`src/rtl/uvmt_cv32e40s_rvfi_mem_collector_pkg.sv`:
```
// Types and constants shared by the RVFI memory collector, its transaction FIFO and its interface users.
package uvmt_cv32e40s_rvfi_mem_pkg;

  localparam int NMEM_DEFAULT = 13;
  localparam int SLOT_IDX_W   = 4;

  typedef struct packed {
    logic [31:0] addr;
    logic        we;
    logic [3:0]  be;
    logic [31:0] wdata;
  } obi_txn_t;

  typedef struct packed {
    logic [31:0] addr;
    logic [3:0]  rmask;
    logic [3:0]  wmask;
    logic [31:0] rdata;
    logic [31:0] wdata;
  } mem_slot_t;

  // Reads carry only rmask/rdata, writes only wmask/wdata; the other side is forced to zero.
  function automatic mem_slot_t make_slot(input obi_txn_t txn, input logic [31:0] rdata);
    mem_slot_t s;
    s.addr  = txn.addr;
    s.rmask = txn.we ? 4'h0 : txn.be;
    s.wmask = txn.we ? txn.be : 4'h0;
    s.rdata = txn.we ? 32'h0 : rdata;
    s.wdata = txn.we ? txn.wdata : 32'h0;
    return s;
  endfunction

endpackage

```
`src/rtl/uvmt_cv32e40s_rvfi_mem_collector_if.sv`:
```
// OBI data-bus signal bundle observed by the RVFI memory collector.
interface uvmt_cv32e40s_rvfi_mem_collector_if;
  logic        req;
  logic        gnt;
  logic [31:0] addr;
  logic        we;
  logic [3:0]  be;
  logic [31:0] wdata;
  logic        rvalid;
  logic [31:0] rdata;
  logic        err;

  modport master  (output req, addr, we, be, wdata, input gnt, rvalid, rdata, err);
  modport slave   (input req, addr, we, be, wdata, output gnt, rvalid, rdata, err);
  modport monitor (input req, gnt, addr, we, be, wdata, rvalid, rdata, err);
endinterface

```
`src/rtl/uvmt_cv32e40s_rvfi_mem_txn_fifo.sv`:
```
// Small FIFO of OBI A-phase transactions awaiting their R-phase; push and pop may share a cycle.
module uvmt_cv32e40s_rvfi_mem_txn_fifo
  import uvmt_cv32e40s_rvfi_mem_pkg::*;
#(
  parameter int DEPTH = 2
) (
  input  logic     clk_i,
  input  logic     rst_ni,
  input  logic     push,
  input  obi_txn_t push_data,
  input  logic     pop,
  output obi_txn_t head,
  output logic     full,
  output logic     empty
);

  localparam int PTR_W = (DEPTH > 1) ? $clog2(DEPTH) : 1;
  localparam int CNT_W = $clog2(DEPTH + 1);

  obi_txn_t [DEPTH-1:0] mem_q;
  logic [PTR_W-1:0]     rd_ptr_q, wr_ptr_q;
  logic [CNT_W-1:0]     cnt_q;
  logic                 do_push, do_pop;

  function automatic logic [PTR_W-1:0] ptr_inc(input logic [PTR_W-1:0] p);
    return (p == PTR_W'(DEPTH - 1)) ? '0 : p + PTR_W'(1);
  endfunction

  assign empty   = (cnt_q == '0);
  assign full    = (cnt_q == CNT_W'(DEPTH));
  assign do_pop  = pop && !empty;
  // A pop in the same cycle frees the entry a push into a full FIFO needs.
  assign do_push = push && (!full || do_pop);
  assign head    = mem_q[rd_ptr_q];

  always_ff @(posedge clk_i or negedge rst_ni) begin
    if (!rst_ni) begin
      mem_q    <= '0;
      rd_ptr_q <= '0;
      wr_ptr_q <= '0;
      cnt_q    <= '0;
    end else begin
      if (do_push) begin
        mem_q[wr_ptr_q] <= push_data;
        wr_ptr_q        <= ptr_inc(wr_ptr_q);
      end
      if (do_pop) begin
        rd_ptr_q <= ptr_inc(rd_ptr_q);
      end
      case ({do_push, do_pop})
        2'b10:   cnt_q <= cnt_q + CNT_W'(1);
        2'b01:   cnt_q <= cnt_q - CNT_W'(1);
        default: cnt_q <= cnt_q;
      endcase
    end
  end

endmodule

```
`src/rtl/uvmt_cv32e40s_rvfi_mem_collector.sv`:
```
// Packs the OBI data transactions completed for each retired instruction into one RVFI-style record.
// Optional cover properties: define UVMT_RVFI_MEM_COLLECTOR_COV_EN.
module uvmt_cv32e40s_rvfi_mem_collector
  import uvmt_cv32e40s_rvfi_mem_pkg::*;
#(
  parameter int NMEM            = NMEM_DEFAULT,
  parameter int MAX_OUTSTANDING = 2
) (
  input  logic                                  clk_i,
  input  logic                                  rst_ni,
  uvmt_cv32e40s_rvfi_mem_collector_if.monitor   obi,
  input  logic                                  retire_i,
  output logic                                  rec_valid_o,
  output logic [SLOT_IDX_W-1:0]                 rec_count_o,
  output logic [NMEM*32-1:0]                    rec_addr_o,
  output logic [NMEM*4-1:0]                     rec_rmask_o,
  output logic [NMEM*4-1:0]                     rec_wmask_o,
  output logic [NMEM*32-1:0]                    rec_rdata_o,
  output logic [NMEM*32-1:0]                    rec_wdata_o,
  output logic                                  rec_err_o,
  output logic                                  overflow_o
);

  localparam logic [SLOT_IDX_W-1:0] IDX_FULL = SLOT_IDX_W'(NMEM);

  obi_txn_t push_txn, head_txn;
  logic     push, pop, fifo_full, fifo_empty;
  logic     stray_rvalid, push_dropped, slot_dropped;

  mem_slot_t [NMEM-1:0]  slot_q, slot_nxt;
  logic [SLOT_IDX_W-1:0] idx_q, idx_nxt;
  logic                  err_q, err_nxt;

  logic [NMEM*32-1:0] rec_addr_d, rec_rdata_d, rec_wdata_d;
  logic [NMEM*4-1:0]  rec_rmask_d, rec_wmask_d;

  assign push     = obi.req && obi.gnt;
  assign push_txn = '{addr: obi.addr, we: obi.we, be: obi.be, wdata: obi.wdata};
  assign pop      = obi.rvalid && !fifo_empty;

  assign stray_rvalid = obi.rvalid && fifo_empty;
  assign push_dropped = push && fifo_full && !pop;
  assign slot_dropped = pop && (idx_q == IDX_FULL);

  uvmt_cv32e40s_rvfi_mem_txn_fifo #(
    .DEPTH (MAX_OUTSTANDING)
  ) u_txn_fifo (
    .clk_i     (clk_i),
    .rst_ni    (rst_ni),
    .push      (push),
    .push_data (push_txn),
    .pop       (obi.rvalid),
    .head      (head_txn),
    .full      (fifo_full),
    .empty     (fifo_empty)
  );

  // Accumulator view including this cycle's response, so a same-cycle R-phase joins the record.
  always_comb begin
    slot_nxt = slot_q;
    idx_nxt  = idx_q;
    err_nxt  = err_q;
    if (pop && !slot_dropped) begin
      slot_nxt[idx_q] = make_slot(head_txn, obi.rdata);
      idx_nxt         = idx_q + SLOT_IDX_W'(1);
      err_nxt         = err_q | obi.err;
    end
  end

  always_comb begin
    rec_addr_d  = '0;
    rec_rmask_d = '0;
    rec_wmask_d = '0;
    rec_rdata_d = '0;
    rec_wdata_d = '0;
    for (int i = 0; i < NMEM; i++) begin
      rec_addr_d[i*32 +: 32]  = slot_nxt[i].addr;
      rec_rmask_d[i*4 +: 4]   = slot_nxt[i].rmask;
      rec_wmask_d[i*4 +: 4]   = slot_nxt[i].wmask;
      rec_rdata_d[i*32 +: 32] = slot_nxt[i].rdata;
      rec_wdata_d[i*32 +: 32] = slot_nxt[i].wdata;
    end
  end

  // Slots are zeroed on every retire, so slots beyond the count always read 0.
  always_ff @(posedge clk_i or negedge rst_ni) begin
    if (!rst_ni) begin
      slot_q      <= '0;
      idx_q       <= '0;
      err_q       <= 1'b0;
      overflow_o  <= 1'b0;
      rec_valid_o <= 1'b0;
      rec_count_o <= '0;
      rec_addr_o  <= '0;
      rec_rmask_o <= '0;
      rec_wmask_o <= '0;
      rec_rdata_o <= '0;
      rec_wdata_o <= '0;
      rec_err_o   <= 1'b0;
    end else begin
      rec_valid_o <= retire_i;
      if (stray_rvalid || push_dropped || slot_dropped) begin
        overflow_o <= 1'b1;
      end
      if (retire_i) begin
        rec_count_o <= idx_nxt;
        rec_addr_o  <= rec_addr_d;
        rec_rmask_o <= rec_rmask_d;
        rec_wmask_o <= rec_wmask_d;
        rec_rdata_o <= rec_rdata_d;
        rec_wdata_o <= rec_wdata_d;
        rec_err_o   <= err_nxt;
        slot_q      <= '0;
        idx_q       <= '0;
        err_q       <= 1'b0;
      end else begin
        slot_q <= slot_nxt;
        idx_q  <= idx_nxt;
        err_q  <= err_nxt;
      end
    end
  end

`ifdef UVMT_RVFI_MEM_COLLECTOR_COV_EN
  cov_rec_count_2: cover property (@(posedge clk_i) disable iff (!rst_ni)
    rec_valid_o && (rec_count_o == SLOT_IDX_W'(2)));
  cov_rec_count_ge4: cover property (@(posedge clk_i) disable iff (!rst_ni)
    rec_valid_o && (rec_count_o >= SLOT_IDX_W'(4)));
  cov_rec_err: cover property (@(posedge clk_i) disable iff (!rst_ni)
    rec_valid_o && rec_err_o);
  // Something is still outstanding after this cycle's pop when the record closes.
  cov_rollover: cover property (@(posedge clk_i) disable iff (!rst_ni)
    retire_i && !fifo_empty && (!pop || fifo_full));
  cov_fifo_full: cover property (@(posedge clk_i) disable iff (!rst_ni)
    fifo_full);
`else
  // Coverage points are left out of this build; the datapath is unchanged.
`endif

endmodule

```
`src/flat_wrapper.sv`:
```
// flat-port wrapper written by rule: the top's interface ports become plain ports
module uvmt_cv32e40s_rvfi_mem_collector_flat import uvmt_cv32e40s_rvfi_mem_pkg::*;
#(
  parameter int NMEM            = NMEM_DEFAULT,
  parameter int MAX_OUTSTANDING = 2
)
  (clk_i, rst_ni, retire_i, rec_valid_o, rec_count_o, rec_addr_o, rec_rmask_o, rec_wmask_o, rec_rdata_o, rec_wdata_o, rec_err_o, overflow_o, obi_req, obi_gnt, obi_addr, obi_we, obi_be, obi_wdata, obi_rvalid, obi_rdata, obi_err);
  uvmt_cv32e40s_rvfi_mem_collector_if obi_i ();
  input  logic clk_i;
  input  logic rst_ni;
  input  logic retire_i;
  output logic rec_valid_o;
  output logic [SLOT_IDX_W-1:0] rec_count_o;
  output logic [NMEM*32-1:0] rec_addr_o;
  output logic [NMEM*4-1:0] rec_rmask_o;
  output logic [NMEM*4-1:0] rec_wmask_o;
  output logic [NMEM*32-1:0] rec_rdata_o;
  output logic [NMEM*32-1:0] rec_wdata_o;
  output logic rec_err_o;
  output logic overflow_o;
  input wire logic [$bits(obi_i.req)-1:0] obi_req;
  input wire logic [$bits(obi_i.gnt)-1:0] obi_gnt;
  input wire logic [$bits(obi_i.addr)-1:0] obi_addr;
  input wire logic [$bits(obi_i.we)-1:0] obi_we;
  input wire logic [$bits(obi_i.be)-1:0] obi_be;
  input wire logic [$bits(obi_i.wdata)-1:0] obi_wdata;
  input wire logic [$bits(obi_i.rvalid)-1:0] obi_rvalid;
  input wire logic [$bits(obi_i.rdata)-1:0] obi_rdata;
  input wire logic [$bits(obi_i.err)-1:0] obi_err;
  assign obi_i.req = obi_req;
  assign obi_i.gnt = obi_gnt;
  assign obi_i.addr = obi_addr;
  assign obi_i.we = obi_we;
  assign obi_i.be = obi_be;
  assign obi_i.wdata = obi_wdata;
  assign obi_i.rvalid = obi_rvalid;
  assign obi_i.rdata = obi_rdata;
  assign obi_i.err = obi_err;
  uvmt_cv32e40s_rvfi_mem_collector #(.NMEM(NMEM), .MAX_OUTSTANDING(MAX_OUTSTANDING)) u_core (.clk_i(clk_i), .rst_ni(rst_ni), .obi(obi_i), .retire_i(retire_i), .rec_valid_o(rec_valid_o), .rec_count_o(rec_count_o), .rec_addr_o(rec_addr_o), .rec_rmask_o(rec_rmask_o), .rec_wmask_o(rec_wmask_o), .rec_rdata_o(rec_rdata_o), .rec_wdata_o(rec_wdata_o), .rec_err_o(rec_err_o), .overflow_o(overflow_o));
endmodule
```
`config.mk`:
```
export PLATFORM = sky130hd
export DESIGN_NAME = uvmt_cv32e40s_rvfi_mem_collector_flat
export DESIGN_NICKNAME = d
export VERILOG_FILES = /design/src/rtl/uvmt_cv32e40s_rvfi_mem_collector_pkg.sv /design/src/rtl/uvmt_cv32e40s_rvfi_mem_collector_if.sv /design/src/rtl/uvmt_cv32e40s_rvfi_mem_txn_fifo.sv /design/src/rtl/uvmt_cv32e40s_rvfi_mem_collector.sv /design/src/flat_wrapper.sv
export SDC_FILE = /design/constraint.sdc
export NUM_CORES = 2
export LEC_CHECK = 0
export ABC_AREA = 0
export CAP_MARGIN = 10
export CORE_AREA = 5 5 563 565
export CTS_BUF_LIST = sky130_fd_sc_hd__clkbuf_16
export DETAILED_ROUTE_END_ITERATION = 16
export DIE_AREA = 0 0 568 570
export HOLD_SLACK_MARGIN = 0.12
export PLACE_DENSITY = 0.65
export SETUP_SLACK_MARGIN = 0.3
export SYNTH_ARGS = -nofsm -noshare
export SYNTH_HDL_FRONTEND = slang
export SYNTH_SLANG_ARGS = --single-unit
```
`constraint.sdc`:
```
create_clock -name clk_i -period 2.34 [get_ports clk_i]
set_clock_uncertainty 0.1 [all_clocks]
set_input_delay 0.351 -clock clk_i [delete_from_list [all_inputs] [get_ports clk_i]]
set_output_delay 0.351 -clock clk_i [all_outputs]
set_load 0.005 [all_outputs]
```
# Word-level counts from Yosys, hierarchy flattened
# Index checks and enable logic that the tools add are counted.
[totals]
elab_cells = 142
out_inout_bits = 1359
reg_bits = 2858
inputBits = 108
[op_classes]
eq_ne = 4
n_addsub = 5
reduce_logical = 19
muxes = 21
bitwise_logic = 1
magnitude_cmp = 5
[op_table]
columns = ["operator", "n"]
rows = [
  ["two-way mux 1352 bit", 2],
  ["bitwise mux 1352 bit", 1],
  ["demux 104 bit (select 4 bit)", 1],
  ["two-way mux 69 bit", 3],
  ["bitwise mux 138 bit", 1],
  ["two-way mux 104 bit", 1],
  ["demux 69 bit (select 1 bit)", 1],
  ["two-way mux 32 bit", 2],
  ["two-way mux 4 bit", 4],
  ["logical AND 1 bit", 10],
  ["< comparator 4 x 5 -> 1 bit (second input constant)", 1],
  ["adder 4 x 1 -> 4 bit (second input constant)", 1],
  ["== test 2 bit (second input constant)", 2],
  ["== test 4 bit (second input constant)", 1],
  ["greater-or-equal comparator 4 x 1 -> 1 bit (second input constant)", 1],
  ["zero test 1 bit", 4],
  ["< comparator 1 x 2 -> 1 bit (second input constant)", 2],
  ["two-way mux 1 bit", 4],
  ["one-hot mux 2 bit (2 select lines)", 1],
  ["logical OR 1 bit", 3],
  ["adder 1 bit (second input constant)", 2],
  ["adder 2 x 1 -> 2 bit (second input constant)", 1],
  ["== test 2 x 1 -> 1 bit (second input constant)", 1],
  ["zero test 2 bit", 1],
  ["other kinds (4)", 4],
]

# Logic depth before layout (Yosys ltp)
[depth]
ltp_word = 8
depth_mapped = 8
depth_no_buf = 5

# Modules after synthesis
# From an unflattened synthesis, not the netlist that was laid out.
[hier_totals]
hier_cells = 11330
area_unflattened_um2 = 115540.8
[modules_own_cells]
columns = ["module", "seq_area_each_um2", "instances", "area_per_inst_um2", "cells_each"]
rows = [
  ["uvmt_cv32e40s_rvfi_mem_collector", 67965.2, 1, 109424.9, 10944],
  ["uvmt_cv32e40s_rvfi_mem_txn_fifo", 3553.4, 1, 6115.9, 386],
]

# Worst setup path before layout
# No wires, ideal clock.
[synth_path]
path_kind = "register -> register"
from = "register u_core.idx_q[0]"
to = "register u_core.rec_rdata_o[140]"
setup_ns = 0.082
t_arrival_ns = 1.742
stages_incl_launch_ff = 9
synth_period_minus_slack_ns = 1.924
setup_slack_ns = 0.416
n_path_buf = 3
required_time_ns = 2.158
path_cell_list = "dfrtp_1 inv_1 ha_1 and3b_1 clkbuf_1 buf_2 buf_1 nand4_1 a31oi_1"
[synth_via]
elab_chain_len = 6
elab_cells_between_ends = 11
classes_between = "2 x order compare; 1 x eq/ne; 4 x mux; 4 x reduce/logical"
[synth_rtl]
columns = ["item", "line", "rtl"]
rows = [
  ["start: declaration", "uvmt_cv32e40s_rvfi_mem_collector.sv:31", "logic [SLOT_IDX_W-1:0] idx_q, idx_nxt;"],
  ["start signal: assignment", "uvmt_cv32e40s_rvfi_mem_collector.sv:118", "idx_q <= idx_nxt;"],
  ["< comparator 4 x 5 -> 1 bit (implied by the code) / greater-or-equal comparator 4 x 1 -> 1 bit (equally long branches)", "uvmt_cv32e40s_rvfi_mem_collector.sv:64", "slot_nxt[idx_q] = make_slot(head_txn, obi.rdata);"],
  ["logical AND 1 bit (implied by the code)", "uvmt_cv32e40s_rvfi_mem_collector.sv:64", ""],
  ["two-way mux 104 bit (implied by the code)", "uvmt_cv32e40s_rvfi_mem_collector.sv:64", ""],
  ["demux 104 bit (select 4 bit)", "--", ""],
  ["bitwise mux 1352 bit", "uvmt_cv32e40s_rvfi_mem_collector.sv:64", ""],
  ["two-way mux 1352 bit (*)", "uvmt_cv32e40s_rvfi_mem_collector.sv:63", "if (pop && !slot_dropped) begin"],
  ["end signal: assignment", "uvmt_cv32e40s_rvfi_mem_collector.sv:110", "rec_rdata_o <= rec_rdata_d;"],
  ["end: declaration", "uvmt_cv32e40s_rvfi_mem_collector.sv:18", "output logic [NMEM*32-1:0] rec_rdata_o,"],
]
# Every way passes the cells marked *; elsewhere a longest branch is shown, timed or not.
# A chain may end at the register's enable or synchronous reset.

# Worst setup path after layout
[layout_path]
from = "register u_core.u_txn_fifo.rd_ptr_q"
to = "register u_core.rec_wdata_o[54]"
[layout_via]
elab_chain_len = 5
[layout_rtl]
columns = ["item", "line", "rtl"]
rows = [
  ["start: declaration", "uvmt_cv32e40s_rvfi_mem_txn_fifo.sv:21", "logic [PTR_W-1:0] rd_ptr_q, wr_ptr_q;"],
  ["start signal: assignment", "uvmt_cv32e40s_rvfi_mem_txn_fifo.sv:48", "rd_ptr_q <= ptr_inc(rd_ptr_q);"],
  ["two-way mux 69 bit (implied by the code) (2 in series)", "uvmt_cv32e40s_rvfi_mem_txn_fifo.sv:34", "assign head = mem_q[rd_ptr_q];"],
  ["two-way mux 32 bit", "uvmt_cv32e40s_rvfi_mem_collector_pkg.sv:29", "s.wdata = txn.we ? txn.wdata : 32'h0;"],
  ["bitwise mux 1352 bit", "uvmt_cv32e40s_rvfi_mem_collector.sv:64", ""],
  ["two-way mux 1352 bit", "uvmt_cv32e40s_rvfi_mem_collector.sv:63", ""],
  ["end signal: assignment", "uvmt_cv32e40s_rvfi_mem_collector.sv:111", "rec_wdata_o <= rec_wdata_d;"],
  ["end: declaration", "uvmt_cv32e40s_rvfi_mem_collector.sv:19", "output logic [NMEM*32-1:0] rec_wdata_o,"],
]
# No other way between the ends. The select of a mux whose other input is x is not followed.

==> tab_implementation.tex <==
\begin{tabular}{lr}
\hline
Metric & Value \\
\hline
\multicolumn{2}{l}{\textbf{Clock network}} \\
\quad Clock Tree Root & sky130\_fd\_sc\_hd\_\_clkbuf\_16 \\
\quad Clock slew seen by the registers of the worst setup and hold paths & 0.06 ns \\
\quad Maximum buffer depth of the clock tree & 4 \\
\quad TritonCTS clock tree & built \\
\quad Number of sinks handled by clock tree synthesis & 2858 \\
\quad CTS Buf Count & 310 \\
\quad Clock Latency Late Sink & 0.94 ns \\
\quad Maximum level of the CTS H-tree & 5 \\
\multicolumn{2}{l}{\textbf{Finish}} \\
\quad Share of layout cells above drive strength 1 & 17.0\% \\
\quad Relative area change from synthesis to final layout & 34.1\% \\
\quad Storage element area & 0.0718 mm² \\
\quad Net count, final & 13100 \\
\quad Final instance area & 0.161 mm² \\
\quad Area used by multi-input combinational logic & 0.0437 mm² \\
\quad Number of filler cells placed in the layout & 27300 \\
\multicolumn{2}{l}{\textbf{Power and ir drop}} \\
\quad Tot Pwr & 139000 µW \\
\quad IR Drop Worst-Case VDD & 1.58 mV \\
\quad Total power density per cell area & 864 mW/mm² \\
\quad Leakage power total & 0.0712 µW \\
\multicolumn{2}{l}{\textbf{Synth}} \\
\quad Post-synthesis cell type with the largest combined area & sky130\_fd\_sc\_hd\_\_dfrtp\_1 \\
\quad Net count of the mapped netlist & 11500 \\
\quad Number of warning messages in the yosys log & 0 \\
\quad Flop and latch count out of synthesis & 2858 \\
\quad Cells after Synth & 11400 \\
\quad Share of synthesized area occupied by flip-flops and latches & 59.6\% \\
\quad Library cells used by synthesis & 50 \\
\quad Ys flop type & sky130\_fd\_sc\_hd\_\_dfrtp\_1 \\
\quad Most common cell in the netlist & sky130\_fd\_sc\_hd\_\_dfrtp\_1 \\
\quad Proportion of netlist area held by the largest area contributor & 59.6\% \\
\quad Ranking of synthesized cells by area & sky130\_fd\_sc\_hd\_\_dfrtp\_1 60\%, sky130\_fd\_sc\_hd\_\_a21oi\_1 5.7\%, sky130\_fd\_sc\_hd\_\_nor3\_1 3.5\%, sky130\_fd\_sc\_hd\_\_a211oi\_1 3.3\%, sky130\_fd\_sc\_hd\_\_o211ai\_1 3.3\% \\
\quad FFs w/ async S/R, synth & 100\% \\
\quad Synth cell count leaders & 2858 x sky130\_fd\_sc\_hd\_\_dfrtp\_1, 1357 x sky130\_fd\_sc\_hd\_\_a21oi\_1, 951 x sky130\_fd\_sc\_hd\_\_nand2\_1, 832 x sky130\_fd\_sc\_hd\_\_nor3\_1, 805 x sky130\_fd\_sc\_hd\_\_clkbuf\_1 \\
\quad Cell area after synthesis & 0.120 mm² \\
\quad Syn avg cell area & 10.5 µm² \\
\quad Count of flip-flops with a built-in enable after synthesis & 0 \\
\multicolumn{2}{l}{\textbf{Timing}} \\
\quad Final setup violation count & 0 \\
\quad Final hold slack & 0.212 ns \\
\quad RSZ-0062 raised after global routing & true \\
\quad Max Fclk & 0.429 GHz \\
\quad Relative max-transition margin & 41.0\% \\
\quad Final Hold Violating Endpoints & 0 \\
\quad Min setup slack post-route & 0.00677 ns \\
\quad Max-slew violation total from the final report & 0 \\
\quad Fin crit period & 2.33 ns \\
\quad Transition time of the tightest slew-check pin & 0.885 ns \\
\quad Tcrit/Tclk final & 99.7\% \\
\multicolumn{2}{l}{\textbf{Route}} \\
\quad Per-cell via count in the routed design & 6.40 \\
\quad Number of remaining DRC errors & 0 \\
\quad First-pass detailed-route iteration total & 8 \\
\quad Antenna-violating nets left & 0 \\
\quad Total length of routed wires & 550 mm \\
\quad Total number of vias & 111000 \\
\quad Iteration-0 DRC count of the detailed router & 16900 \\
\quad Wire length per cell & 31.7 µm \\
\multicolumn{2}{l}{\textbf{Critical path}} \\
\quad Kind of start point of the critical path & register \\
\quad Crit-path slowest cell & sky130\_fd\_sc\_hd\_\_dfrtp\_4 \\
\quad Cell Chain, Critical Path & buf\_12 > buf\_12 > nor2b\_4 > buf\_6 > buf\_12 > a32oi\_4 > buf\_12 > o311ai\_0 \\
\quad Reg-to-reg critical path startpoint & u\_core.u\_txn\_fifo.rd\_ptr\_q \\
\quad CP peak stage delay & 0.51 ns \\
\quad Critical setup path kind & reg -> reg \\
\quad Arr. time, crit path & 3.02 ns \\
\quad R2R cell count & 8 \\
\quad Endpoint of the most critical register-to-register path & u\_core.rec\_wdata\_o[54] \\
\quad Crit-path most repeated cell & sky130\_fd\_sc\_hd\_\_buf\_12 \\
\quad Capturing instance or port of the critical path & u\_core.rec\_wdata\_o[54] \\
\quad Startpoint of the worst setup timing path & u\_core.u\_txn\_fifo.rd\_ptr\_q \\
\quad Endpoint kind of the worst setup timing path & register \\
\quad Reg-to-reg setup timing slack & 0.007 ns \\
\quad Largest driver fanout on the critical path & 26 \\
\quad Worst endpoint required time & 3.02 ns \\
\multicolumn{2}{l}{\textbf{Floorplanning}} \\
\quad Number of top-level pins & 1467 \\
\quad Floorplan Core Area & 0.311 mm² \\
\quad Chip Width & 568 µm \\
\quad Floorplan die area & 0.324 mm² \\
\quad Initial cell density of the core & 38.6\% \\
\quad Die Ht & 570 µm \\
\quad FP Rows & 205 \\
\multicolumn{2}{l}{\textbf{Global routing}} \\
\quad Wire length of the first global-routing pass & 752 mm \\
\quad GRT overflow & 0 \\
\quad GRT Overall Usage & 31.1\% \\
\quad Initial antenna violation count & 51 \\
\quad Vias in the first global route & 103000 \\
\quad Maximum number of pins on one net before global-route repair & 173 \\
\multicolumn{2}{l}{\textbf{Placement}} \\
\quad Post-detailed-placement cell area & 0.145 mm² \\
\quad Gpl congestion & 0.885 \\
\quad \# port buffers & 1466 \\
\quad Detailed placer's ending HPWL & 348 mm \\
\quad Worst setup slack before clock tree synthesis & -0.435 ns \\
\multicolumn{2}{l}{\textbf{Job}} \\
\quad Count of max-cap constraint violations & 0 \\
\multicolumn{2}{l}{\textbf{Hold path}} \\
\quad Worst hold path type & in -> reg \\
\quad Start point of the worst hold path & obi\_rdata[4] \\
\multicolumn{2}{l}{\textbf{Outcome}} \\
\quad Result of the run & completed \\
\hline
\end{tabular}
logic make-up after synthesis:
logic type	share of synthesized area, %
adders and majority gates	0.0417
AOI/OAI and AO/OA	23.2
buffers and inverters	5.27
xor gates and xnor gates	0.0146
muxes	1.62
DFF	59.6
and+or+nand+nor	10.2
state kept, by name, summed over array words and instances (netlist names), 2 cells and up:
signal	count
u_core.idx_q	4
u_core.slot_q	1352
u_core.u_txn_fifo.mem_q	138
u_core.rec_rdata_o	416
u_core.u_txn_fifo.cnt_q	2
u_core.rec_wdata_o	416
u_core.rec_addr_o	416
u_core.rec_wmask_o	52
u_core.rec_count_o	4
u_core.rec_rmask_o	52
worst min path at each step:
stage | to | slack, ns | cells past startpoint
floorplan | u_core.err_q | -0.04 | 0
global placement | u_core.rec_rdata_o[331] | 0.18 | 1
detailed placement | u_core.rec_rdata_o[331] | 0.18 | 1
CTS | u_core.u_txn_fifo.mem_q[123] | 0.14 | 2
global route | u_core.u_txn_fifo.mem_q[123] | 0.16 | 2
finish | u_core.slot_q[1076] | 0.21 | 4
cells in the final DEF (no fill, tap or decap), types with 159 or more instances in the layout:
cell	count
sky130_fd_sc_hd__o31ai_1	386
sky130_fd_sc_hd__buf_12	397
sky130_fd_sc_hd__dlymetal6s2s_1	168
sky130_fd_sc_hd__clkdlybuf4s50_1	365
sky130_fd_sc_hd__nand2_1	944
sky130_fd_sc_hd__buf_4	612
sky130_fd_sc_hd__a31oi_1	421
sky130_fd_sc_hd__nor3_1	780
sky130_fd_sc_hd__dfrtp_2	250
sky130_fd_sc_hd__o211ai_1	520
sky130_fd_sc_hd__mux2_2	159
sky130_fd_sc_hd__o311ai_1	200
sky130_fd_sc_hd__nand4_1	416
sky130_fd_sc_hd__clkbuf_16	380
sky130_fd_sc_hd__o21ai_0	400
sky130_fd_sc_hd__o311ai_0	305
sky130_fd_sc_hd__dlygate4sd2_1	902
sky130_fd_sc_hd__a21oi_1	1318
sky130_fd_sc_hd__nor2_1	423
sky130_fd_sc_hd__a211oi_1	519
sky130_fd_sc_hd__dfrtp_1	2606
per-stage QoR:
stage | utilization (%) | setup TNS [ns] | instances
floorplan | - | 0 | 11400
global placement | 46.7 | -269.90 | 16400
detailed placement | 46.7 | -338.91 | 16400
CTS | 50.1 | 0 | 17100
global route | 51.8 | -0.114 | 17300
finish | 51.8 | 0 | 17300
power by group:
group	switching [µW]	internal [µW]
registers	2010	51700
logic	24900	12300
clock network	21500	26600
worst max-delay path, delay by kind of cell (launching register included):
family | cells | cell delay [ns]
flops | 1 | 0.51
simple gates | 1 | 0.17
compound gates | 2 | 0.50
buf+inv | 5 | 0.82
cell type report:
type                    instances  area share [%]
flip-flops and latches       2858            44.6
multi-input cells            7076            27.1
repair buffers               2706            19.0
clock buffers                 311            4.84
well taps                    4140            3.22
clock inverters               230            1.16
diodes                         22          0.0342
inverters                       6          0.0202
layer usage:
layer | share of wire [%] | global-route usage (%)
met5 | 0.017 | 0
met4 | 7.6 | 19.5
met3 | 12 | 8.98
met2 | 43 | 45.1
met1 | 37 | 41.1
repair_timing:
item	in CTS	in global routing
endpoints found under the hold margin	3845	0
gates cloned	1	77
hold buffers	82	0
pin swaps	4	176
resized for setup	1255	527
setup endpoints to repair	4043	4149
setup buffers	120	125
No activity file was read; power rests on OpenSTA's default activity.
